**config.mk**
```make
export PLATFORM = sky130hd
export DESIGN_NAME = serial_chunk_adder_flat
export DESIGN_NICKNAME = d
export VERILOG_FILES = /design/src/rtl/serial_chunk_adder_if.sv /design/src/rtl/serial_chunk_adder.sv /design/src/flat_wrapper.sv
export SDC_FILE = /design/constraint.sdc
export NUM_CORES = 1
export LEC_CHECK = 0
export CORE_MARGIN = 2
export CORE_UTILIZATION = 50
export DETAILED_ROUTE_END_ITERATION = 6
export HOLD_SLACK_MARGIN = 0.08
export PLACE_DENSITY = 0.79
export SLEW_MARGIN = 20
export SYNTH_ARGS = -nofsm -noshare
export SYNTH_HDL_FRONTEND = slang
export SYNTH_SLANG_ARGS = --single-unit
export TNS_END_PERCENT = 1
```
**constraint.sdc**
```tcl
create_clock -name clk -period 2.8 [get_ports clk]
set_clock_uncertainty 0.1 [all_clocks]
set_input_delay 0.28 -clock clk [delete_from_list [all_inputs] [get_ports clk]]
set_output_delay 0.28 -clock clk [all_outputs]
set_load 0.02 [all_outputs]
```
**src/rtl/serial_chunk_adder_if.sv**
```systemverilog
// Handshake and operand/result bundle for serial_chunk_adder.
// The master drives the request and operands; the slave returns status and results.
interface serial_chunk_adder_if #(
  parameter int WIDTH = 32
);
  logic             start;
  logic             sub;
  logic [WIDTH-1:0] a;
  logic [WIDTH-1:0] b;
  logic             busy;
  logic             done;
  logic [WIDTH-1:0] s;
  logic             cout;
  logic             ovf;
  logic             zero;

  modport master (
    output start, sub, a, b,
    input  busy, done, s, cout, ovf, zero
  );

  modport slave (
    input  start, sub, a, b,
    output busy, done, s, cout, ovf, zero
  );
endinterface

```
**src/rtl/serial_chunk_adder.sv**
```systemverilog
// Multi-cycle adder/subtractor that adds CHUNK bits per clock over WIDTH/CHUNK cycles.
// Define SCA_SATURATE_EN to clamp signed overflow to the most positive/negative value.
module serial_chunk_adder #(
  parameter int WIDTH = 32,
  parameter int CHUNK = 8
) (
  input  logic                 clk,
  input  logic                 rst,
  serial_chunk_adder_if.slave  bus
);

  localparam int N     = WIDTH / CHUNK;
  localparam int IDX_W = (N > 1) ? $clog2(N) : 1;
  localparam logic [IDX_W-1:0] LAST_IDX = IDX_W'(N - 1);

  localparam logic [1:0] IDLE = 2'd0;
  localparam logic [1:0] RUN  = 2'd1;
  localparam logic [1:0] DONE = 2'd2;

  if ((WIDTH % CHUNK) != 0) begin : g_cfg_err
    $error("serial_chunk_adder: WIDTH must be an integer multiple of CHUNK");
  end

  logic [1:0]       state_q, state_d;
  logic [WIDTH-1:0] a_q, a_d;
  logic [WIDTH-1:0] b_q, b_d;
  logic [WIDTH-1:0] s_q, s_d;
  logic [IDX_W-1:0] idx_q, idx_d;
  logic             carry_q, carry_d;
  logic             cout_q, cout_d;
  logic             ovf_q, ovf_d;
  logic             zero_q, zero_d;

  // Operands are shifted right each RUN cycle, so the active chunk is always the low slice.
  logic [CHUNK-1:0] a_chunk;
  logic [CHUNK-1:0] b_chunk;
  logic [CHUNK:0]   chunk_sum;
  logic             msb_cin;
  logic             res_ovf;
  logic [WIDTH-1:0] s_shift;
  logic [WIDTH-1:0] s_final;

  assign a_chunk   = a_q[CHUNK-1:0];
  assign b_chunk   = b_q[CHUNK-1:0];
  assign chunk_sum = {1'b0, a_chunk} + {1'b0, b_chunk} + {{CHUNK{1'b0}}, carry_q};
  assign msb_cin   = a_chunk[CHUNK-1] ^ b_chunk[CHUNK-1] ^ chunk_sum[CHUNK-1];
  assign res_ovf   = msb_cin ^ chunk_sum[CHUNK];
  assign s_shift   = (WIDTH'(chunk_sum[CHUNK-1:0]) << (WIDTH - CHUNK)) | (s_q >> CHUNK);

`ifdef SCA_SATURATE_EN
  localparam logic [WIDTH-1:0] S_MAX = {1'b0, {(WIDTH-1){1'b1}}};
  localparam logic [WIDTH-1:0] S_MIN = {1'b1, {(WIDTH-1){1'b0}}};

  assign s_final = res_ovf ? ((a_chunk[CHUNK-1] | b_chunk[CHUNK-1]) ? S_MIN : S_MAX) : s_shift;
`else
  assign s_final = s_shift;
`endif

  always_comb begin
    // NOTE: every signal gets its hold value first so no path through the case infers a latch.
    state_d = state_q;
    a_d     = a_q;
    b_d     = b_q;
    s_d     = s_q;
    idx_d   = idx_q;
    carry_d = carry_q;
    cout_d  = cout_q;
    ovf_d   = ovf_q;
    zero_d  = zero_q;

    case (state_q)
      IDLE: begin
        if (bus.start) begin
          a_d     = bus.a;
          b_d     = bus.b ^ {WIDTH{bus.sub}};
          carry_d = bus.sub;
          idx_d   = '0;
          state_d = RUN;
        end
      end
      RUN: begin
        a_d     = a_q >> CHUNK;
        b_d     = b_q >> CHUNK;
        carry_d = chunk_sum[CHUNK];
        s_d     = s_shift;
        idx_d   = idx_q + IDX_W'(1);
        if (idx_q == LAST_IDX) begin
          s_d     = s_final;
          cout_d  = chunk_sum[CHUNK];
          ovf_d   = res_ovf;
          zero_d  = (s_final == '0);
          idx_d   = '0;
          state_d = DONE;
        end
      end
      DONE:    state_d = IDLE;
      default: state_d = IDLE;
    endcase
  end

  // NOTE: non-blocking assignments keep every register updating from pre-edge values.
  always_ff @(posedge clk) begin
    if (rst) begin
      state_q <= IDLE;
      s_q     <= '0;
      idx_q   <= '0;
      carry_q <= 1'b0;
      cout_q  <= 1'b0;
      ovf_q   <= 1'b0;
      zero_q  <= 1'b0;
    end else begin
      state_q <= state_d;
      s_q     <= s_d;
      idx_q   <= idx_d;
      carry_q <= carry_d;
      cout_q  <= cout_d;
      ovf_q   <= ovf_d;
      zero_q  <= zero_d;
    end
  end

  // NOTE: operand registers need no reset; they are always loaded on start before being read.
  always_ff @(posedge clk) begin
    a_q <= a_d;
    b_q <= b_d;
  end

  assign bus.busy = (state_q == RUN);
  assign bus.done = (state_q == DONE);
  assign bus.s    = s_q;
  assign bus.cout = cout_q;
  assign bus.ovf  = ovf_q;
  assign bus.zero = zero_q;

endmodule

```
**src/flat_wrapper.sv**
```systemverilog
// flat-port wrapper written by rule: the top's interface ports become plain ports
module serial_chunk_adder_flat 
#(
  parameter int WIDTH = 32,
  parameter int CHUNK = 8
)
  (clk, rst, bus_start, bus_sub, bus_a, bus_b, bus_busy, bus_done, bus_s, bus_cout, bus_ovf, bus_zero);
  serial_chunk_adder_if #(.WIDTH(WIDTH)) bus_i ();
  input  logic clk;
  input  logic rst;
  input wire logic [$bits(bus_i.start)-1:0] bus_start;
  input wire logic [$bits(bus_i.sub)-1:0] bus_sub;
  input wire logic [$bits(bus_i.a)-1:0] bus_a;
  input wire logic [$bits(bus_i.b)-1:0] bus_b;
  output wire logic [$bits(bus_i.busy)-1:0] bus_busy;
  output wire logic [$bits(bus_i.done)-1:0] bus_done;
  output wire logic [$bits(bus_i.s)-1:0] bus_s;
  output wire logic [$bits(bus_i.cout)-1:0] bus_cout;
  output wire logic [$bits(bus_i.ovf)-1:0] bus_ovf;
  output wire logic [$bits(bus_i.zero)-1:0] bus_zero;
  assign bus_i.start = bus_start;
  assign bus_i.sub = bus_sub;
  assign bus_i.a = bus_a;
  assign bus_i.b = bus_b;
  assign bus_busy = bus_i.busy;
  assign bus_done = bus_i.done;
  assign bus_s = bus_i.s;
  assign bus_cout = bus_i.cout;
  assign bus_ovf = bus_i.ovf;
  assign bus_zero = bus_i.zero;
  serial_chunk_adder #(.WIDTH(WIDTH), .CHUNK(CHUNK)) u_core (.clk(clk), .rst(rst), .bus(bus_i));
endmodule
```
==> results of run 1 <==
flip-flops by register name, summed over array words and instances (netlist names):
signal,flops
u_core.bus.zero,1
u_core.bus.ovf,1
u_core.carry_q,1
u_core.a_q,32
u_core.bus.s,32
u_core.idx_q,2
u_core.b_q,32
u_core.state_q,2
u_core.bus.cout,1
cell usage in the layout, fill, tap and decap left out, drive strengths merged, types with 2 or more instances in the layout:
master and count:
nand2 154, nand3b 3, clkinv 6, nor3 6, inv 6, xnor2 33, a21oi 38, edfxtp 64
nand4 2, and2 9, clkbuf 9, nand3 4, a21o 3, o21a 3, nor2 22, a211oi 5
or4 2, nor2b 3, o21ai 30, nand2b 2, clkdlybuf4s50 103, ha 8, buf 8, nor4 6
a22oi 2, fa 2, dfxtp 40
per-stage QoR:
step / hold slack (ns) / area [um2] / instances / setup WS (ns) / utilization [%]
final: 0.359 / 6080 / 718 / 0.298 / 65.8
after global routing: 0.390 / 6080 / 718 / 0.177 / 65.8
after global placement: 0.341 / 5910 / 702 / 0.470 / 63.9
after detailed placement: 0.351 / 5910 / 702 / 0.350 / 63.9
after floorplan: 0.264 / 4750 / 490 / 0.512 / -
after CTS: 0.365 / 6080 / 718 / 0.336 / 65.8
per-layer routing:
layer	global-route usage (%)	wire [um]	up-vias
met3	6.00	670	15
met2	34.7	4790	119
li1	-	-	1858
met5	0	0	-
met1	24.6	4150	1715
met4	6.44	153	0
critical path, cell delays in order (launching register included):
cell and delay, ns:
edfxtp_1 0.40, fa_1 0.45, fa_1 0.43, nand3_1 0.17, a21oi_1 0.13, o31a_2 0.30, o21ai_0 0.27, a211oi_1 0.13
worst max path at each step:
stage | endpoint | cells after the start | slack [ns]
floorplan | u_core.a_q[0] | 2 | 0.51
global placement | u_core.bus.cout | 7 | 0.47
detailed placement | u_core.bus.cout | 7 | 0.35
CTS | u_core.bus.cout | 7 | 0.34
global route | u_core.bus.cout | 7 | 0.18
finish | u_core.bus.cout | 7 | 0.30
cell type report:
class | count | area (um2) | share of cell area, %
tap | 129 | 161 | 2.66
clock buffer | 9 | 124 | 2.04
clock inverter | 7 | 47.5 | 0.782
multi-input combinational | 352 | 1900 | 31.2
sequential | 104 | 2720 | 44.8
timing repair buffer | 111 | 1100 | 18.1
inverter | 6 | 23.8 | 0.391
power by group through the flow:
stage                     Combinational [mW]  Clock (mW)  Sequential (mW)
after global placement                 0.679           0             1.88
after CTS                              0.702       0.854             1.85
after global routing                   0.787       0.918             1.87
after floorplan                        0.430           0             1.90
final                                  0.705       0.845             1.85
after detailed placement               0.700           0             1.89
kinds of logic (layout without fill, tap and decap cells):
family                   Yosys count  count (layout)  synth area share (%)
AND/OR/NAND/NOR                  218             218                  19.5
flip-flops                       104             104                  57.3
AO/OA/AOI/OAI                     91              91                  11.4
buffers and inverters             34             133                  2.87
XOR/XNOR                          33              33                  6.08
adder cells (fa/ha/maj)           10              10                  2.95
==> impl_results.md, run 1 <==
* Slew margin rel. at about three fifths
* CTS Root Buffer Type: clkbuf_8
* DR iter-0 viols at 186
* Lkg Pwr at 2.24 nW
* Initial antenna violation count at 0
* Core area at 9240 um2
* Ports at 105
* Post-Route WL at 9770 um
* Max Cap Violations at 0
* Switching power at approximately 0.96 mW
* DR vias at 3707
* Vias/cell at 5.16
* Synth area leader: edfxtp_1
* Part of the cycle the worst path needs at 89.4%
* Syn_area_per_cell at 9.70 um2
* Internal power at approximately 2.4 mW
* GPL Wtd Cong at 0.977
* Antenna diodes at 0
* Syn_nets at around 570
* Outcome: finished clean
* Post-DP HPWL at 6850 um
* Prevailing post-synth register cell: edfxtp_1
* # DRC at 0
* CTS tree: built
* Top-count cell post-synth: nand2_1
* Global-route wire length before repair at about 16000 um
* Post-Syn Area at 4750 um2
* Reg2reg end: u_core.bus.cout
* Crit path launch: u_core.b_q[0]
* WL/cell at between 10 and 15 um
* Hold worst-path end: u_core.bus.s[6]
* Clock Power Share at 24.9%
* Later-pin clock latency in the skew report at 0.37 ns
* GR Overflow Total at 0
* Clk slew on worst S/H paths at 0.10 ns
* Switching Fraction at 28.2%
* Post-synth ARST share at 0%
* Hold_buf cts at 0
* Die width at approximately 100 um
* Hold Crit Class: register to register
* R2R setup slack at just under 0.3 ns
* Combinational share of power at 20.7%
* Sequential power share at 54.4%
* I/O Buffers at ~100
* Chip height at 102 um
* Clock Sinks at 104
* Fin nets at roughly 660
* Die area at 10300 um2
* Max Root-Sink Buffers at 2
* # H-tree levels at 3
* Cells on worst reg2reg path at 7
* Number of global-route vias before repair at 3547
* # fillers at 742
* Share of layout cells above drive strength 1 at 5.60%
* Worst-margin pin slew at roughly 0.61 ns
* #FFs+latches synth at 104
* Setup bufs post-CTS at 0
* RSZ-0062 raised after global routing: false
* Total power at between 3 and 4 mW
* Total CTS buffers at 9
* Commonest cells post-synth: nand2_1, edfxtp_1, dfxtp_1
* Seq/Total Area, Yosys at a little under three fifths
* Crit path launch type: register
* Worst path required time at around 3 ns
* Synth cell types at 47
* Antenna-violating nets left at 0
* Endpoint type of the worst setup path: register
* Synth area leaders: edfxtp_1, dfxtp_1, nand2_1
* Final setup viols at 0
* GRT Total Usage at ~20%
* Slew Viols, Final at 0
* Max VDD drop at 0.264 mV
* PwrDens at 559 nW/um2
* Rows at 35
* Setup TNS Final at 0 ns
* Reg-to-reg critical path startpoint: u_core.b_q[0]
* Synth top area share at about two fifths
* Post-cts resize count at 0
* Min-delay src: u_core.bus.s[6]
* Yosys Warn Count at 0
* Worst Path Arrival at 2.65 ns
* Synth-to-layout area growth at 27.8%
* Crit path max fanout at 4
* DR pass1 iterations at 5
* Final min period at roughly 2.5 ns
* Final Hold Vio Count at 0
* Max Fclk at 400 MHz
* Initial cell density of the core at 51.4%
* EDFF count, synth at 64
* Worst setup path category: register to register
* Mapped Cells at 490
* Cell depth of the worst min-delay path at 2
* Largest net degree at the start of global routing at 67
Power figures use the tool's default switching activity.
==> run 2: changes to the inputs <==
Settings changed: CAP_MARGIN from default to 30, HOLD_SLACK_MARGIN 0.08 to default.
==> results of run 2 <==
The final DEF is identical to that of run 1; final timing and power are the same.
==> RTL edit 1 (settings of run 2) <==
Take the reset off `s_q` and load it in a clocked block of its own.
--- a/src/rtl/serial_chunk_adder.sv
+++ b/src/rtl/serial_chunk_adder.sv
@@ -102,7 +102,6 @@
   always_ff @(posedge clk) begin
     if (rst) begin
       state_q <= IDLE;
-      s_q     <= '0;
       idx_q   <= '0;
       carry_q <= 1'b0;
       cout_q  <= 1'b0;
@@ -110,13 +109,16 @@
       zero_q  <= 1'b0;
     end else begin
       state_q <= state_d;
-      s_q     <= s_d;
       idx_q   <= idx_d;
       carry_q <= carry_d;
       cout_q  <= cout_d;
       ovf_q   <= ovf_d;
       zero_q  <= zero_d;
     end
+  end
+
+  always_ff @(posedge clk) begin
+    s_q <= s_d;
   end
 
   // NOTE: operand registers need no reset; they are always loaded on start before being read.
Check against the original RTL: differs if rst is asserted again (counterexample within 4 cycles, from zero or initial values and one cycle with rst high); with rst held inactive, the same outputs for 10 cycles.
==> RTL edit 1 against run 2 <==
- the flow now finishes with violations (setup timing)
- sequential share of layout area increased by 6.1 points
- hold slack better by 19 ps
- wire length decreased by 14%
- final cell count decreased by 24%
- setup slack got worse by 550 ps
- final area shrank 1.5%
- sequential cell count unchanged
- non-clock buffer count is the same
- via count shrank 24%
- die area fell by 3.4%
- synthesized area is 3.6% lower
- power grew 11%
- combinational power fell by 0.6%
- largest cell class unchanged
==> RTL edit 1: results (changes against run 2) <==
- Synth Net Count: 403 (-29%)
- VDD IR-drop max: 323 uV (+22%)
- CP Max Fanout: 2 (-2)
- Layout cell share with drive strength beyond 1: 0.143 (+0.0865)
- DRT iter0 DRCs: 134 (-28%)
- Filler cells: 615 (-17%)
- Root Driver: clkbuf_8
- P_sw: 908 uW (-5.2%)
- Initial antenna violation count: 0 (unchanged)
- Post-DP Area: 0.00573 mm2 (-2.9%)
- Synth cell count leaders: edfxtp_1, xnor2_1, nand2_1
- Final WS setup: -251 ps (-549 ps)
- Top post-synthesis cells by area: edfxtp_1, xnor2_1, mux2_2
- Finish-stage setup viols: 1 (+1)
- Hold Path Class: reg -> reg
- Status: finished with violations
- CP Data Arrival Time: 3240 ps (+590 ps)
- Crit path max-delay family: simple AND/OR/NAND/NOR gates
- CTS Buf Count: 9 (unchanged)
- Placed cells: 527 (-25%)
- GRT Util Overall: 0.173 (-0.0294)
- Per-cell routed wire length: 15.5 um (+14%)
- Failing checks: setup timing
- Synth unique cells: 39 (-17%)
- CTS tree: built
- Final net count: 508 (-23%)
- Final std cells w/o fill: 543 (-24%)
- Drt first pass iters: 4 (-1)
- Leakage: 2.05 nW (-8.4%)
- Worst path slowest cell: fa_2
- Asr flop ratio synth: 0 (unchanged)
- EDFF count, synth: 96 (+50%)
- Seq/Total Area, Yosys: 0.664 (+0.0910)
- DP Wirelength: 5.96 mm (-13%)
- Vias: 2807 (-24%)
- Worst slew margin: 0.406 (-0.190)
- RePlAce Congestion: 0.762 (-22%)
- Mean Syn Cell Area: 14.1 um2 (+45%)
- Largest net degree at the start of global routing: 88 (+31%)
- First-pass GRT wire length: 13.3 mm (-19%)
[RTL edit 1: changes by cell type after synthesis, moves of 4 or more]
cell,change
nor4_2,+4
nor4_1,-4
clkbuf_1,-8
edfxtp_1,+32
a21oi_1,-28
mux2_2,+24
dfxtp_1,-32
buf_1,-4
and2_1,-9
nor2b_1,+6
nand2_1,-126
inv_1,-4
[RTL edit 1: cells by family after synthesis]
group | count (synthesis) | share of synthesized area
buf+inv | 18 | 0.0183
compound gates | 52 | 0.0669
flops | 104 | 0.664
simple gates | 81 | 0.0895
mux | 24 | 0.0590
xor+xnor | 36 | 0.0721
fa+ha+maj | 10 | 0.0306
[RTL edit 1: repair_timing]
| item | 4_1_cts | 5_1_grt |
|---|---|---|
| hold buffers | 0 | 0 |
| resized for setup | 2 | 2 |
| setup endpoints to repair | 1 | 3 |
| setup buffers | 0 | 0 |
| pin swaps | 6 | 2 |
[RTL edit 1: power by group through the flow]
stage / clock network, mW / logic, mW / registers [mW]
floorplan: 0 / 0.362 / 2.07
finish: 1.08 / 0.701 / 2.00
global placement: 0 / 0.676 / 2.02
global route: 1.16 / 0.766 / 2.01
detailed placement: 0 / 0.694 / 2.03
CTS: 1.11 / 0.702 / 2.00
[RTL edit 1: final timing paths]
check	from	cells after the start	to	slack (ps)
setup reg to reg	u_core.a_q[0]	8	u_core.bus.zero	-250
hold reg to reg	u_core.bus.zero	2	u_core.bus.zero	380
hold / removal	u_core.bus.zero	2	u_core.bus.zero	380
setup / recovery	u_core.a_q[0]	8	u_core.bus.zero	-250
[RTL edit 1: through the flow]
step                      TNS [ps]  setup slack [ps]  hold WS, ps
after CTS                     -430              -430          381
after floorplan               -197              -197          381
after global placement        -315              -315          364
after detailed placement      -410              -410          359
final                         -251              -251          377
after global routing          -378              -378          396
[RTL edit 1: layout make-up]
| cell class | instances | area, um2 | share of cell area |
|---|---|---|---|
| repair buffers | 111 | 1090 | 0.182 |
| multi-input cells | 203 | 1480 | 0.247 |
| inverters | 1 | 3.75 | 0.000627 |
| clock buffers | 11 | 131 | 0.0220 |
| well taps | 108 | 135 | 0.0226 |
| flip-flops and latches | 104 | 3040 | 0.509 |
| clock inverters | 5 | 105 | 0.0176 |
[RTL edit 1: routing by layer]
metal,global-route usage,wire [um],up-vias
li1,-,-,1399
met1,0.211,3400,1303
met4,0.0611,125,0
met2,0.296,4280,94
met5,0,0,-
met3,0.0478,582,11
[RTL edit 1: worst register-to-register path: stages (launching register included)]
cell and delay [ps]:
edfxtp_1 410, fa_2 390, fa_2 440, nor4_2 140, nand4_1 120, or4_4 430, or4_4 430, or4_1 400
a21oi_1 120
==> RTL edit 2 (settings of run 2) <==
Made on the original files. `CHUNK` is set to 8 in 2 places; all go to 4.
--- a/src/rtl/serial_chunk_adder.sv
+++ b/src/rtl/serial_chunk_adder.sv
@@ -2,7 +2,7 @@
 // Define SCA_SATURATE_EN to clamp signed overflow to the most positive/negative value.
 module serial_chunk_adder #(
   parameter int WIDTH = 32,
-  parameter int CHUNK = 8
+  parameter int CHUNK = 4
 ) (
   input  logic                 clk,
   input  logic                 rst,
--- a/src/flat_wrapper.sv
+++ b/src/flat_wrapper.sv
@@ -2,7 +2,7 @@
 module serial_chunk_adder_flat 
 #(
   parameter int WIDTH = 32,
-  parameter int CHUNK = 8
+  parameter int CHUNK = 4
 )
   (clk, rst, bus_start, bus_sub, bus_a, bus_b, bus_busy, bus_done, bus_s, bus_cout, bus_ovf, bus_zero);
   serial_chunk_adder_if #(.WIDTH(WIDTH)) bus_i ();
Formal check against the unedited RTL: not equivalent (a bounded check fails within 4 cycles, from zero or initial values and one cycle with rst high).
==> RTL edit 2 against run 2 <==
- synthesized area is 3.7% lower
- critical path depth is 4 lower
- setup slack better by 220 ps
- power is 2.9% lower
- sequential cell count is 1 higher
- first-iteration DRC count is 0.54% higher
- final area is 2.6% lower
- wire length is 5.9% lower
- critical endpoint is now bus_busy
- largest power group unchanged
==> RTL edit 2: results (changes against run 2) <==
- Worst Setup SP: u_core.state_q[1]
- Initial antenna violation count: 0 (unchanged)
- First-pass GRT wire length: 15.2 mm (-7.5%)
- R2R Path Start: u_core.b_q[0]
- VDD IR-drop max: 337 uV (+28%)
- Vias: 3487 (-5.9%)
- RePlAce Congestion: 0.790 (-19%)
- Via density: 5.14 (-0.53%)
- Clock Tree Buf Depth: 2 (unchanged)
- Final WS setup: 513 ps (+215 ps)
- Top post-synthesis cells by area: edfxtp_1, dfxtp_1, nand2_1
- DP Wirelength: 6.39 mm (-6.6%)
- Layout cell share with drive strength beyond 1: 0.0508 (-0.00524)
- Htree depth: 3 (unchanged)
- Worst path slowest cell: clkdlybuf4s50_1
- N_diodes: 0 (unchanged)
- GRT Util Overall: 0.192 (-0.0102)
- Drt first pass iters: 5 (unchanged)
- CTS Buf Count: 9 (unchanged)
- Hold Path Class: reg -> reg
- Port Buffer Count: 104 (unchanged)
- Syn Inst Count: 472 (-3.7%)
- Root Driver: clkbuf_8
- DRT iter0 DRCs: 187 (+0.54%)
- Synth Net Count: 547 (-3.7%)
- Synth unique cells: 36 (-23%)
- Final WL: 9.19 mm (-5.9%)
- Final net count: 641 (-3.2%)
- Leakage: 2.20 nW (-2.0%)
- Max incr delay on CP: 720 ps (+270 ps)
- Clk Latency, worst-skew pair: 360 ps
- Status: complete, no violations
- R2R cell count: 7 (unchanged)
- Reg2Reg Capture Point: u_core.bus.ovf
- CP Max Fanout: 28 (+24)
- Largest net degree at the start of global routing: 66 (-1.5%)
- Clock-pin slew on the worst setup and hold paths: 110 ps
- Filler cells: 717 (-3.4%)
- Measured slew at the worst slew-check pin: 900 ps (+293 ps)
- Dpl ws: 640 ps (+290 ps)
- Setup crit end: bus_busy
- EDFF count, synth: 64 (unchanged)
- CP Data Arrival Time: 1910 ps (-740 ps)
- Yosys Warn Count: 0 (unchanged)
- Seq/Total Area, Yosys: 0.599 (+0.0261)
- Placed cells: 663 (-5.6%)
- Primary FF master, synth: edfxtp_1
- Asr flop ratio synth: 0 (unchanged)
- Vias in the first global route: 3270 (-7.8%)
- Synth cell count leaders: nand2_1, edfxtp_1, dfxtp_1
- Post_cts resized: 0 (unchanged)
- Setup Buffers After CTS: 0 (unchanged)
## RTL edit 2: how the worst min path moves through the flow
stage                     from               to  slack [ps]  cells past startpoint
3_3_place_gp   u_core.bus.s[0]  u_core.bus.s[0]         340                      2
6_report       u_core.bus.s[3]  u_core.bus.s[3]         360                      2
4_1_cts        u_core.bus.s[3]  u_core.bus.s[3]         360                      2
3_5_place_dp   u_core.bus.s[3]  u_core.bus.s[3]         350                      2
5_1_grt        u_core.bus.s[3]  u_core.bus.s[3]         380                      2
2_1_floorplan         bus_a[0]    u_core.a_q[0]         360                      2
## RTL edit 2: cells by family (layout without fill, tap and decap cells)
logic type      after synthesis  in the layout  synth area share
fa+ha+maj                     7              7            0.0224
compound gates               75             75            0.0891
simple gates                217            217             0.194
buf+inv                      35            134            0.0325
xor+xnor                     33             33            0.0631
flops                       105            105             0.599
## RTL edit 2: area by class of cell
cell class / count / area, um2 / share of cell area
inverter: 7 / 27.5 / 0.00465
tap: 108 / 135 / 0.0228
timing repair buffer: 111 / 1110 / 0.188
sequential: 105 / 2740 / 0.463
clock inverter: 6 / 61.3 / 0.0104
multi-input combinational: 332 / 1690 / 0.286
clock buffer: 10 / 149 / 0.0252
## RTL edit 2: layer usage
layer,GRT usage,vias up,share of wire
met5,0,-,0
met4,0.0537,0,0.014
met3,0.0590,9,0.053
met2,0.317,92,0.51
met1,0.247,1621,0.43
li1,-,1765,-
## RTL edit 2: metrics by stage
| stage | instance area (um2) | hold WS [ps] | power (mW) | util |
|---|---|---|---|---|
| 2_1_floorplan | 4580 | 361 | 2.17 | - |
| 3_3_place_gp | 5710 | 341 | 2.35 | 0.648 |
| 3_5_place_dp | 5710 | 347 | 2.38 | 0.648 |
| 4_1_cts | 5920 | 362 | 3.33 | 0.672 |
| 5_1_grt | 5920 | 379 | 3.45 | 0.672 |
| 6_report | 5920 | 359 | 3.30 | 0.672 |
## RTL edit 2: worst max-delay path, delay by kind of cell (launching register included)
family	cells	cell delay, ps
AND/OR/NAND/NOR	1	200
flip-flops	1	360
buffers and inverters	2	980
## RTL edit 2: where the power goes
part	total, mW	internal, mW	switching (mW)
Clock	0.960	0.434	0.525
Combinational	0.497	0.239	0.258
Sequential	1.84	1.79	0.0520
